===== config.mk =====
export PLATFORM = sky130hd
export DESIGN_NAME = blink_fill_engine
export DESIGN_NICKNAME = d
export VERILOG_FILES = /design/src/rtl/blink_fill_engine.sv
export SDC_FILE = /design/constraint.sdc
export NUM_CORES = 1
export LEC_CHECK = 0
export ABC_CLOCK_PERIOD_IN_PS = 3440
export CAP_MARGIN = 40
export CELL_PAD_IN_SITES_DETAIL_PLACEMENT = 2
export CELL_PAD_IN_SITES_GLOBAL_PLACEMENT = 2
export CORE_ASPECT_RATIO = 2
export CORE_UTILIZATION = 34
export CTS_CLUSTER_DIAMETER = 50
export DETAILED_ROUTE_END_ITERATION = 10
export PLACE_DENSITY_LB_ADDON = 0.1
export SYNTH_ARGS = -nofsm -noshare
export SYNTH_HDL_FRONTEND = slang
export SYNTH_SLANG_ARGS = --single-unit

===== constraint.sdc =====
create_clock -name sysclk_i -period 3.44 [get_ports sysclk_i]
set_clock_uncertainty 0.1 [all_clocks]
set_input_delay 0.344 -clock sysclk_i [delete_from_list [all_inputs] [get_ports sysclk_i]]
set_output_delay 0.344 -clock sysclk_i [all_outputs]
set_load 0.02 [all_outputs]

===== src/rtl/blink_fill_engine.sv =====
`default_nettype none
// ============================================================================
// Module      : blink_fill_engine
// Description : Range set/clear/toggle writer for the 1-bit-per-char blink RAM.
//               Optional macro BLINK_FILL_CLIP_EN clips ranges that run past
//               the last character instead of rejecting them.
// Revision    : 1.0 - initial release
// ============================================================================
module blink_fill_engine #(
    parameter  int CHAR_NUM  = 2400,
    parameter  int RAM_DEPTH = 300,
    localparam int ADDR_W    = $clog2(RAM_DEPTH)
) (
    input  logic              sysclk_i,
    input  logic              rst_ni,
    input  logic              cmd_valid_i,
    output logic              cmd_ready_o,
    input  logic [11:0]       cmd_start_i,
    input  logic [11:0]       cmd_len_i,
    input  logic [1:0]        cmd_op_i,
    output logic [ADDR_W-1:0] ram_addr_o,
    output logic [7:0]        ram_data_o,
    output logic              ram_wren_o,
    input  logic [7:0]        ram_data_i,
    output logic              busy_o,
    output logic              done_o,
    output logic              err_o
);

    localparam logic [1:0]  OP_CLR    = 2'b00;
    localparam logic [1:0]  OP_SET    = 2'b01;
    localparam logic [1:0]  OP_TGL    = 2'b10;
    localparam logic [1:0]  OP_RSV    = 2'b11;
    localparam logic [12:0] CHAR_LIM  = 13'(CHAR_NUM);
    localparam logic [11:0] LAST_CHAR = 12'(CHAR_NUM - 1);

    typedef enum logic [2:0] {
        S_IDLE = 3'd0,
        S_RD   = 3'd1,
        S_WT   = 3'd2,
        S_WR   = 3'd3,
        S_FIN  = 3'd4
    } state_t;

    state_t            state;
    state_t            state_d;
    logic [ADDR_W-1:0] cur_byte;
    logic [ADDR_W-1:0] first_byte;
    logic [ADDR_W-1:0] last_byte;
    logic [2:0]        start_bit;
    logic [2:0]        end_bit;
    logic [1:0]        op;
    logic              err_flag;

    // Bits of one byte that fall inside [start,end]; only the first and
    // last byte of a range can be partial.
    function automatic logic [7:0] byte_mask(input logic       is_first,
                                             input logic       is_last,
                                             input logic [2:0] lo,
                                             input logic [2:0] hi);
        logic [7:0] lo_m;
        logic [7:0] hi_m;
        lo_m = is_first ? (8'hFF << lo) : 8'hFF;
        hi_m = is_last  ? (8'hFF >> (3'd7 - hi)) : 8'hFF;
        return lo_m & hi_m;
    endfunction

    function automatic logic needs_rmw(input logic [7:0] mask, input logic [1:0] opc);
        return (mask != 8'hFF) || (opc == OP_TGL);
    endfunction

    // ---------------- command decode ----------------
    logic [12:0] cmd_end;
    logic [11:0] eff_end;
    logic        len_zero;
    logic        op_bad;
    logic        start_bad;
    logic        end_bad;
    logic        cmd_err;
    logic        cmd_noop;
    logic [7:0]  first_mask;
    logic        first_rmw;

    assign cmd_end   = {1'b0, cmd_start_i} + {1'b0, cmd_len_i} - 13'd1;
    assign len_zero  = (cmd_len_i == 12'd0);
    assign op_bad    = (cmd_op_i == OP_RSV);
    assign start_bad = ({1'b0, cmd_start_i} >= CHAR_LIM);
    assign end_bad   = !len_zero && (cmd_end >= CHAR_LIM);

`ifdef BLINK_FILL_CLIP_EN
    assign eff_end  = end_bad ? LAST_CHAR : cmd_end[11:0];
    assign cmd_err  = op_bad || start_bad;
    assign cmd_noop = cmd_err || len_zero;
`else
    assign eff_end  = cmd_end[11:0];
    assign cmd_err  = op_bad || start_bad || end_bad;
    assign cmd_noop = cmd_err || len_zero;
`endif

    assign first_mask = byte_mask(1'b1, cmd_start_i[11:3] == eff_end[11:3],
                                  cmd_start_i[2:0], eff_end[2:0]);
    assign first_rmw  = needs_rmw(first_mask, cmd_op_i);

    // ---------------- byte loop datapath ----------------
    logic [ADDR_W-1:0] nxt_byte;
    logic [7:0]        cur_mask;
    logic [7:0]        nxt_mask;
    logic              nxt_rmw;
    logic [7:0]        new_data;

    assign nxt_byte = cur_byte + 1'b1;
    assign cur_mask = byte_mask(cur_byte == first_byte, cur_byte == last_byte,
                                start_bit, end_bit);
    assign nxt_mask = byte_mask(1'b0, nxt_byte == last_byte, start_bit, end_bit);
    assign nxt_rmw  = needs_rmw(nxt_mask, op);

    // Full-byte set/clear never reads, but the formulas still give FF/00
    // regardless of whatever is on ram_data_i.
    always_comb begin
        new_data = ram_data_i;
        case (op)
            OP_CLR:  new_data = ram_data_i & ~cur_mask;
            OP_SET:  new_data = ram_data_i | cur_mask;
            OP_TGL:  new_data = ram_data_i ^ cur_mask;
            default: new_data = ram_data_i;
        endcase
    end

    assign ram_addr_o = cur_byte;

    // ---------------- FSM ----------------
    always_ff @(posedge sysclk_i or negedge rst_ni) begin
        if (!rst_ni) begin
            state      <= S_IDLE;
            cur_byte   <= '0;
            first_byte <= '0;
            last_byte  <= '0;
            start_bit  <= '0;
            end_bit    <= '0;
            op         <= OP_CLR;
            err_flag   <= 1'b0;
        end else begin
            state <= state_d;
            if (state == S_IDLE && cmd_valid_i) begin
                err_flag <= cmd_err;
                if (!cmd_noop) begin
                    cur_byte   <= ADDR_W'(cmd_start_i[11:3]);
                    first_byte <= ADDR_W'(cmd_start_i[11:3]);
                    last_byte  <= ADDR_W'(eff_end[11:3]);
                    start_bit  <= cmd_start_i[2:0];
                    end_bit    <= eff_end[2:0];
                    op         <= cmd_op_i;
                end
            end else if (state == S_WR && cur_byte != last_byte) begin
                cur_byte <= nxt_byte;
            end
        end
    end

    always_comb begin
        state_d     = state;
        cmd_ready_o = 1'b0;
        busy_o      = 1'b1;
        done_o      = 1'b0;
        err_o       = 1'b0;
        ram_wren_o  = 1'b0;
        ram_data_o  = 8'h00;
        unique case (state)
            S_IDLE: begin
                cmd_ready_o = 1'b1;
                busy_o      = 1'b0;
                if (cmd_valid_i) begin
                    if (cmd_noop)       state_d = S_FIN;
                    else if (first_rmw) state_d = S_RD;
                    else                state_d = S_WR;
                end
            end
            S_RD: state_d = S_WT;
            S_WT: state_d = S_WR;
            S_WR: begin
                ram_wren_o = 1'b1;
                ram_data_o = new_data;
                if (cur_byte == last_byte) state_d = S_FIN;
                else if (nxt_rmw)          state_d = S_RD;
                else                       state_d = S_WR;
            end
            S_FIN: begin
                done_o  = 1'b1;
                err_o   = err_flag;
                state_d = S_IDLE;
            end
            default: state_d = S_IDLE;
        endcase
    end

endmodule
`default_nettype wire


==> results of run 1 <==
[cell type report]
| cell class | count | share of cell area [%] |
|---|---|---|
| repair buffers | 192 | 25.9 |
| well taps | 145 | 2.79 |
| multi-input cells | 341 | 49.4 |
| flip-flops and latches | 39 | 15.0 |
| clock buffers | 6 | 2.14 |
| inverters | 73 | 4.22 |
| clock inverters | 2 | 0.539 |
[path summary, 6_finish.rpt]
kind	startpoint	end	slack, ns	cells past startpoint
worst max-delay path	ram_addr_o[6]	ram_data_o[6]	-0.18	11
worst min-delay path	rst_ni	first_byte[6]	0.32	2
worst max register to register	ram_addr_o[0]	state[1]	0.04	10
worst min register to register	first_byte[5]	first_byte[5]	0.44	1
max in group asynchronous	rst_ni	ram_addr_o[3]	2.44	3
min in group sysclk_i	cmd_start_i[5]	first_byte[2]	0.37	3
[what timing repair did]
action                                 CTS  global route
endpoints found under the hold margin    6             0
buffers inserted                        14             6
gates resized for setup                 83            79
setup endpoints to repair               47            47
cloned                                   3             0
pin swaps                               22            32
hold buffers                             1             0
[registers in the layout, summed over array words and instances, names as in the netlist]
name and count:
last_byte 9, state 3, err_flag 1, first_byte 9, end_bit 3, op 2, ram_addr_o 9, start_bit 3
[cells in the mapped netlist (all sizes together), types with 2 or more instances]
cell type,number,area share [%]
or3,2,0.31
clkbuf,12,1.1
nor3b,2,0.37
nand4,6,0.92
o311ai,3,0.64
a32o,3,0.73
a31oi,5,0.76
a22o,2,0.43
o211a,2,0.49
nand3b,2,0.37
inv,73,6.7
nor2,37,3.5
a221o,3,0.73
a21o,6,1.1
a211oi,13,3.1
o21a,3,0.55
o22ai,2,0.31
buf,14,2.6
and3,7,1.1
xnor2,27,5.8
nor3,11,1.3
nor4,7,1.1
nand3,5,0.61
o211ai,5,1.3
mux2,30,8.2
nand2,15,1.4
o21ai,14,2.1
or2,2,0.31
mux2i,7,1.7
nand2b,4,0.61
ha,40,12
o31ai,4,0.73
xor2,13,3.0
and2,4,0.61
and4,2,0.43
o21bai,3,0.64
a21oi,35,4.5
dfrtp,39,24
[cells in the final DEF, fill, tap and decap left out, types with 7 or more instances in the layout]
master	Yosys	final
dlymetal6s2s_1	0	11
inv_1	73	61
nor3_1	11	10
ha_4	0	12
dfrtp_1	39	38
clkdlybuf4s50_1	0	33
buf_4	1	122
a21oi_1	32	29
a211oi_2	3	10
mux2_2	25	25
inv_2	0	12
ha_1	40	27
xnor2_1	27	20
nor2_1	35	33
and3_1	7	7
xnor2_2	0	7
xor2_1	12	10
nand2_1	15	12
buf_2	7	8
[cells by family (layout without fill, tap and decap cells)]
group,after synthesis,after routing,synth area share (%)
multiplexers,38,38,10.5
flip-flops,39,39,23.8
XOR/XNOR,40,40,8.73
buffers and inverters,99,273,10.4
AND/OR/NAND/NOR,107,107,13.1
adder cells (fa/ha/maj),41,41,12.7
AO/OA/AOI/OAI,115,115,20.8
[power groups by stage]
| stage | registers [uW] | clock network, uW | logic [uW] |
|---|---|---|---|
| 2_1_floorplan | 897 | 0 | 1340 |
| 3_3_place_gp | 944 | 0 | 2330 |
| 3_5_place_dp | 969 | 0 | 2460 |
| 4_1_cts | 981 | 575 | 2660 |
| 5_1_grt | 1070 | 601 | 3240 |
| 6_report | 1060 | 600 | 3140 |
[metrics by stage]
step           area [sq um]  hold slack [ns]  setup slack, ns  setup TNS [ns]
2_1_floorplan          4100          -0.0516            0.193               0
3_3_place_gp           5540            0.393           -0.394          -13.39
3_5_place_dp           5560            0.106           -0.612          -18.89
4_1_cts                6200            0.333          -0.0145         -0.0289
5_1_grt                6500            0.352           -0.258           -4.31
6_report               6500            0.322           -0.185           -1.77
[critical path, stage by stage (launching register included)]
cell and delay [ns]:
dfrtp_1 0.50, xor2_1 0.28, nor3_1 0.26, buf_4 0.21, nand4_1 0.23, inv_2 0.17, a41o_1 0.24, ha_1 0.20
inv_1 0.06, mux4_2 0.46, and2_4 0.15, buf_6 0.12
[metal layers]
metal,vias to the layer above,track usage [%],part of all wire (%)
met3,100,4.12,3.0
met4,0,26.9,9.1
met2,198,68.1,55
met1,2376,32.0,33
met5,-,0,0
li1,2023,-,-
==> flow_summary_export.csv, run 1 <==
group,metric,value,unit
status,status,"finished with violations",
status,violations,"negative setup slack",
clock_network,clk_latency,0.30,ns
timing,fin_crit_sh,105,%
timing,finalSetupViolCount,31,
cells_and_area,post-route-util,55.5,%
timing,grt_setup_unrepaired,"yes",
worst_setup_path,cp_max_fo,7,
place,hpwl,14.2,mm
logic_synthesis,syn_area,0.00410,sq mm
cells_and_area,fin_nets,730,
global_route,grt_start_max_net_pins,34,
cells_and_area,num-fill-cells,1197,
power_and_ir_drop,p_per_area,738,mW/mm^2
logic_synthesis,synth_cell_types,70,
power_and_ir_drop,ir_drop,0.000355,V
timing,tightest_slew,1.01,ns
floorplanning,dieHeight,157,um
clock_network,clk_pin_slew,0.07,ns
detailed_routing,drc,0,
power_and_ir_drop,p_total,4800,uW
place,place_congestion,0.845,
power_and_ir_drop,power_frac_comb,65.4,%
floorplanning,coreArea,0.0117,sq mm
clock_network,cts-buffers-inserted,5,
timing,maxSlewViolCount,0,
worst_setup_path,cp.required,3.00,ns
logic_synthesis,synth.avg_cell_area,8.56,sq um
logic_synthesis,synth_fp_nets,557,
power_and_ir_drop,seqPwrFrac,22.1,%
global_route,grt_pass1_vias,5299,
timing,fin_ws,-0.185,ns
timing,slew_headroom,32.4,%
global_route,grt_pass1_wl,31.7,mm
worst_setup_path,cp-start-kind,"register",
detailed_routing,route.vias.total,4697,
logic_synthesis,ys_seq_elements,39,
logic_synthesis,ys_seq_area_share,23.8,%
detailed_routing,first_pass_iters,4,
logic_synthesis,dominantRegCellSynth,"dfrtp_1",
floorplanning,die-area,0.0125,sq mm
global_route,grt_use_total,35.3,%
power_and_ir_drop,switching_share,50.0,%
cells_and_area,drive_above_1_share,41.7,%
power_and_ir_drop,internal_power,2400,uW
worst_setup_path,cp.arrival,3.18,ns
cells_and_area,stdcell_count,798,
place,dp.cells,767,
cells_and_area,antenna_cells,0,
timing,fin_crit,3.62,ns
clock_network,htreeDepth,2,
min_path,hp-class,"in2async",
global_route,antenna_found_initial,0,
floorplanning,die_x,79.7,um
floorplanning,rows,56,
clock_network,cts_tree,"done",
power_and_ir_drop,p_sw,2400,uW
timing,hold_viol,0,
floorplanning,pin_count,59,
detailed_routing,wl,24.9,mm
logic_synthesis,synth_edf_count,0,
worst_setup_path,worstSetupPathType,"reg2out",
detailed_routing,drtIter0Drc,345,
global_route,grt_overflow,0,
clock_network,clock-sinks,39,
place,numPortBuffers,58,
detailed_routing,viasPerCell,5.89,
cells_and_area,syn_to_final_growth,58.5,%
logic_synthesis,syn_inst,479,
timing,fmax,276,MHz
floorplanning,start_util,35.0,%
power_and_ir_drop,cellLeakagePower,0.00311,uW
logic_synthesis,ys_warn_count,0,
detailed_routing,post_drt_wl_per_cell,31.2,um
run,maxCapViolCount,0,
clock_network,cts_root_buffer,"clkbuf_16",
logic_synthesis,async_reset_ff_share,100,%
worst_setup_path,end_kind,"output pin",
clock_network,clockBufferDepth,2,
power_and_ir_drop,power.share.clock,12.5,%
cells_and_area,multiInputGateArea,0.00321,sq mm
detailed_routing,ant_nets,0,
cells_and_area,seq_area,977,sq um
Note: power is estimated with default switching activity, not from simulation.
==> run 2, diff against run 1 <==
- CORE_MARGIN: default -> 4
- HOLD_SLACK_MARGIN: default -> 0.05
==> run 2 against run 1 <==
The run still ends with negative setup slack left. Non-clock buffer count up 3. First-iteration DRC count down 33%. Critical path depth is 1 higher. Global-route usage is 2.5 points lower. Total power up 3.8%. Flip-flop and latch count stayed put. Sequential power barely moved. Routed wire length up 6.4%. Final cell count increased by 0.38%. Worst setup slack got worse by 0.081 ns. Via count increased by 2.8%. Maximum frequency fell by 2.2%. Critical endpoint is now ram_data_o[7].
==> flow_summary_export.csv, run 2 (synthesis results as in run 1) <==
group,metric,value,unit
power_and_ir_drop,power_frac_comb,65.9,%
timing,fin_ws,-0.266,ns
worst_setup_path,cp-start-kind,"register",
global_route,grt_overflow,0,
global_route,grt_pass1_vias,5440,
power_and_ir_drop,seqPwrFrac,20.9,%
place,dp_slack,-0.672,ns
timing,finalSetupViolCount,20,
cells_and_area,syn_to_final_growth,62.5,%
cells_and_area,final_common_cell,"buf_4",
power_and_ir_drop,switching_share,49.4,%
detailed_routing,viasPerCell,6.03,
global_route,antenna_found_initial,0,
detailed_routing,ant_nets,0,
place,hpwl,14.1,mm
detailed_routing,post_drt_wl_per_cell,33.1,um
cells_and_area,fin_nets,733,
timing,fin_crit_sh,108,%
clock_network,cts_tree,"done",
detailed_routing,first_pass_iters,5,
worst_setup_path,crit_start,"ram_addr_o[4]",
power_and_ir_drop,p_per_area,748,mW/mm^2
timing,fmax,270,MHz
cells_and_area,antenna_cells,0,
detailed_routing,wl,26.5,mm
run,maxCapViolCount,0,
power_and_ir_drop,internal_power,2520,uW
status,status,"finished with violations",
worst_setup_path,ff2ff_setup_slack,0.15,ns
min_path,min-delay-start,"cmd_start_i[2]",
worst_setup_path,r2r_cells,10,
timing,tightest_slew,0.941,ns
worst_setup_path,crit_chain,"xnor2_1 > nand2_1 > nor2_1 > nand4_1 > buf_6 > a21oi_1 > buf_4 > ha_1 > mux2_2 > a21oi_1 > nor2_1 > clkdlybuf4s15_1",
clock_network,clock-sinks,39,
min_path,min_to,"start_bit[2]",
timing,slew_headroom,37.3,%
global_route,grt_use_total,32.8,%
clock_network,clk_pin_slew,0.06,ns
floorplanning,pin_count,59,
detailed_routing,route.vias.total,4829,
worst_setup_path,reg2reg_to,"state[1]",
power_and_ir_drop,p_sw,2460,uW
clock_network,htreeDepth,2,
power_and_ir_drop,p_total,4980,uW
clock_network,clockBufferDepth,2,
worst_setup_path,end_kind,"output pin",
worst_setup_path,cpMaxStageDelayCell,"dfrtp_1",
clock_network,cts-buffers-inserted,5,
place,numPortBuffers,58,
clock_network,clk_latency,0.31,ns
floorplanning,die-area,0.0140,sq mm
worst_setup_path,cp.arrival,3.26,ns
min_path,hp-class,"in2reg",
worst_setup_path,cp.required,3.00,ns
clock_network,cts_root_buffer,"clkbuf_16",
place,place_congestion,0.841,
worst_setup_path,worstSetupPathType,"reg2out",
floorplanning,coreArea,0.0118,sq mm
timing,fin_crit,3.71,ns
timing,maxSlewViolCount,0,
min_path,hold-path-cell-count,3,
detailed_routing,drc,0,
timing,grt_setup_unrepaired,"yes",
floorplanning,die_x,85.7,um
cells_and_area,layout_common_cells,"123 x buf_4, 55 x inv_1, 36 x dfrtp_1",
worst_setup_path,r2r_start,"ram_addr_o[0]",
floorplanning,dieHeight,163,um
worst_setup_path,slowest_delay,0.42,ns
detailed_routing,drtIter0Drc,232,
worst_setup_path,cp_max_fo,4,
floorplanning,start_util,34.8,%
power_and_ir_drop,ir_drop,0.000388,V
status,violations,"negative setup slack",
global_route,grt_pass1_wl,33.7,mm
power_and_ir_drop,power.share.clock,13.3,%
global_route,grt_start_max_net_pins,28,
timing,hold_viol,0,
cells_and_area,drive_above_1_share,42.4,%
power_and_ir_drop,cellLeakagePower,0.00308,uW
floorplanning,rows,56,
## run 2: repair_timing
action                                 in CTS  in global routing
setup endpoints to repair                  47                 44
cloned                                      4                  0
gates resized for setup                   101                 86
hold buffers                                1                  0
buffers inserted                           17                  8
pin swaps                                  29                 26
endpoints found under the hold margin      12                  0
## run 2: area by class of cell
type | instances | area [sq um]
fill | 1166 | 5110
multi-input combinational | 341 | 3290
timing repair buffer | 195 | 1750
sequential | 39 | 980
inverter | 73 | 274
tap | 145 | 181
clock buffer | 5 | 125
clock inverter | 3 | 67.6
## run 2: power by group through the flow
stage	Combinational [uW]	Clock, uW	Sequential [uW]
detailed placement	2460	0	947
CTS	2730	634	962
global placement	2330	0	920
finish	3280	660	1040
global route	3370	675	1060
floorplan	1340	0	897
## run 2: routing by layer
layer  wire (um)  share of wire, %  GRT usage [%]  vias to the layer above
met1        8830                33           30.7                     2463
met3         885               3.3           3.18                      121
met2       14400                54           62.2                      222
met5           0                 0              0                        -
li1            -                 -              -                     2023
met4        2460               9.3           26.2                        0
## run 2: metrics by stage
step | area [sq um] | instances | utilization (%) | setup TNS, ns | hold WS [ns]
final | 6660 | 801 | 56.6 | -1.68 | 0.323
after floorplan | 4100 | 479 | - | 0 | -0.0516
after detailed placement | 5540 | 764 | 47.1 | -24.14 | 0.177
after CTS | 6330 | 794 | 53.8 | -0.116 | 0.400
after global routing | 6660 | 801 | 56.6 | -2.83 | 0.344
after global placement | 5520 | 763 | 46.9 | -16.23 | 0.389
## run 2: worst max path at each step
stage                    endpoint  slack [ns]  cells after the start
floorplan           first_byte[7]        0.19                     14
global placement       end_bit[0]       -0.46                     15
detailed placement  first_byte[1]       -0.67                     15
CTS                 ram_data_o[3]       -0.07                     12
global route        ram_data_o[7]       -0.35                     13
finish              ram_data_o[7]       -0.27                     12
## run 2: worst max-delay path: cells and delay by family (launching register included)
| kind | cells | cell delay [ns] |
|---|---|---|
| buffers and inverters | 3 | 0.69 |
| AND/OR/NAND/NOR | 4 | 0.62 |
| flip-flops | 1 | 0.42 |
| XOR/XNOR | 1 | 0.37 |
| AO/OA/AOI/OAI | 2 | 0.35 |
| multiplexers | 1 | 0.28 |
| adder cells (fa/ha/maj) | 1 | 0.23 |
==> run 3, diff against run 2 <==
- CAP_MARGIN: 40 -> 20
==> run 3 against run 2 <==
The flow still finishes with violations (negative setup slack). Sequential share of layout area rose by 0.66 points. Worst hold slack got worse by 0.23 ns. Non-clock buffer count fell by 4. Routed wire length fell by 7.3%. Clock power fell by 24%. Sequential power fell by 4%. Highest routed layer unchanged.
==> flow_summary_export.csv, run 3 (synthesis results as in run 1) <==
group,metric,value,unit
worst_setup_path,ff2ff_setup_slack,0.08,ns
clock_network,clk_latency,0.31,ns
timing,grt_setup_unrepaired,"yes",
floorplanning,die-area,0.0140,sq mm
timing,hold_viol,0,
worst_setup_path,cpMaxStageDelayCell,"dfrtp_1",
clock_network,cts_root_buffer,"clkbuf_16",
clock_network,clockBufferDepth,2,
clock_network,hold_buffers,0,
floorplanning,start_util,34.8,%
worst_setup_path,worstSetupPathType,"reg2out",
global_route,antenna_found_initial,0,
floorplanning,rows,56,
worst_setup_path,cp.arrival,3.14,ns
place,placed_area,0.00552,sq mm
global_route,grt_pass1_wl,32.4,mm
timing,fin_setup_tns,-1.61,ns
detailed_routing,ant_nets,0,
timing,tightest_slew,1.05,ns
clock_network,htreeDepth,2,
worst_setup_path,r2r_cells,10,
worst_setup_path,cp-start-kind,"register",
global_route,grt_overflow,0,
detailed_routing,route.vias.total,4714,
cells_and_area,syn_to_final_growth,55.3,%
cells_and_area,layout_common_cells,"123 x buf_4, 58 x inv_1, 37 x dfrtp_1",
worst_setup_path,slowest_delay,0.52,ns
worst_setup_path,cp.required,3.00,ns
floorplanning,pin_count,59,
timing,slew_headroom,30.0,%
detailed_routing,drc,0,
timing,hold_ws,0.0938,ns
clock_network,clock-sinks,39,
run,maxCapViolCount,0,
detailed_routing,post_drt_wl_per_cell,30.9,um
clock_network,clk_pin_slew,0.07,ns
detailed_routing,viasPerCell,5.91,
global_route,grt_use_total,31.3,%
cells_and_area,final_common_cell,"buf_4",
worst_setup_path,cp_max_fo,4,
cells_and_area,multiInputGateArea,0.00315,sq mm
timing,maxSlewViolCount,0,
timing,fmax,279,MHz
worst_setup_path,crit_chain,"xor2_1 > nor3_2 > buf_4 > nand4_1 > buf_4 > o32ai_2 > buf_4 > ha_1 > mux2_2 > a21oi_2 > nor2_1 > buf_2",
worst_setup_path,r2r_start,"ram_addr_o[0]",
global_route,grt_pass1_vias,5351,
clock_network,cts-buffers-inserted,5,
worst_setup_path,crit_top_cell,"buf_4",
timing,fin_crit_sh,104,%
place,numPortBuffers,58,
floorplanning,dieHeight,163,um
timing,fin_ws,-0.144,ns
floorplanning,die_x,85.7,um
timing,finalSetupViolCount,27,
detailed_routing,drtIter0Drc,269,
worst_setup_path,reg2reg_to,"state[1]",
floorplanning,coreArea,0.0118,sq mm
status,status,"finished with violations",
worst_setup_path,crit_buf_inv,4,
place,hpwl,14.1,mm
cells_and_area,fin_area,0.00637,sq mm
min_path,hp-class,"in2async",
place,place_congestion,0.841,
detailed_routing,first_pass_iters,4,
global_route,grt_start_max_net_pins,40,
cells_and_area,drive_above_1_share,42.0,%
cells_and_area,fin_nets,729,
clock_network,cts_tree,"done",
status,violations,"negative setup slack",
worst_setup_path,end_kind,"output pin",
power_and_ir_drop,ir_drop,0.000326,V
cells_and_area,seq_area,978,sq um
cells_and_area,antenna_cells,0,
cells_and_area,num-fill-cells,1255,
timing,fin_crit,3.58,ns
worst_setup_path,path_delay_family,"buffers and inverters",
power_and_ir_drop,cellLeakagePower,0.00300,uW
detailed_routing,wl,24.6,mm
power_and_ir_drop,p_per_area,734,mW/mm^2
[run 3: layout make-up]
| cell class | instances | area share, % |
|---|---|---|
| Clock buffer | 5 | 1.96 |
| Inverter | 73 | 4.30 |
| Sequential cell | 39 | 15.4 |
| Tap cell | 145 | 2.85 |
| Timing Repair Buffer | 191 | 25.7 |
| Multi-Input combinational cell | 341 | 49.5 |
| Clock inverter | 3 | 0.314 |
[run 3: worst reg2reg max path, cell delays in order (launching register included)]
cell and delay (ns):
dfrtp_1 0.56, buf_4 0.23, ha_1 0.41, and3_1 0.30, and3_1 0.39, xor2_1 0.12, mux2i_1 0.24, a21oi_1 0.13
o311ai_0 0.40, a221o_1 0.25, o31ai_1 0.10
[run 3: where the power goes]
| part | switching (uW) | internal, uW | leakage [uW] | total (uW) |
|---|---|---|---|---|
| Sequential | 334 | 665 | 0.000479 | 999 |
| Clock | 232 | 268 | 0.0000658 | 500 |
| Combinational | 1760 | 1410 | 0.00245 | 3170 |
| Total | 2330 | 2340 | 0.00300 | 4670 |
[run 3: how the worst max path moves through the flow]
stage,from,to,cells past startpoint
after detailed placement,cmd_start_i[1],first_byte[1],15
after CTS,ram_addr_o[1],ram_data_o[2],12
after global routing,ram_addr_o[1],ram_data_o[1],13
after floorplan,cmd_start_i[1],first_byte[7],14
after global placement,cmd_start_i[1],end_bit[0],15
final,ram_addr_o[0],ram_data_o[1],12
[run 3: per-layer routing]
metal / GRT usage (%) / vias up / routed length (um)
met3: 3.94 / 90 / 832
met1: 28.4 / 2436 / 8180
met2: 60.7 / 178 / 13700
met5: 0 / - / 0
li1: - / 2010 / -
met4: 23.1 / 0 / 1920
[run 3: what timing repair did]
| action | in CTS | in global routing |
|---|---|---|
| setup buffers | 15 | 8 |
| setup endpoints to repair | 47 | 43 |
| hold endpoints to repair | 0 | 0 |
| cloned | 3 | 0 |
| resized for setup | 93 | 71 |
| pin swaps | 22 | 28 |
[run 3: through the flow]
| stage | total power (uW) | worst slack (ns) | cells | utilization, % |
|---|---|---|---|---|
| 4_1_cts | 4130 | -0.0854 | 789 | 52.1 |
| 5_1_grt | 4860 | -0.236 | 797 | 54.1 |
| 3_5_place_dp | 3420 | -0.679 | 763 | 46.9 |
| 3_3_place_gp | 3250 | -0.462 | 763 | 46.9 |
| 2_1_floorplan | 2240 | 0.193 | 479 | - |
| 6_report | 4670 | -0.144 | 797 | 54.1 |
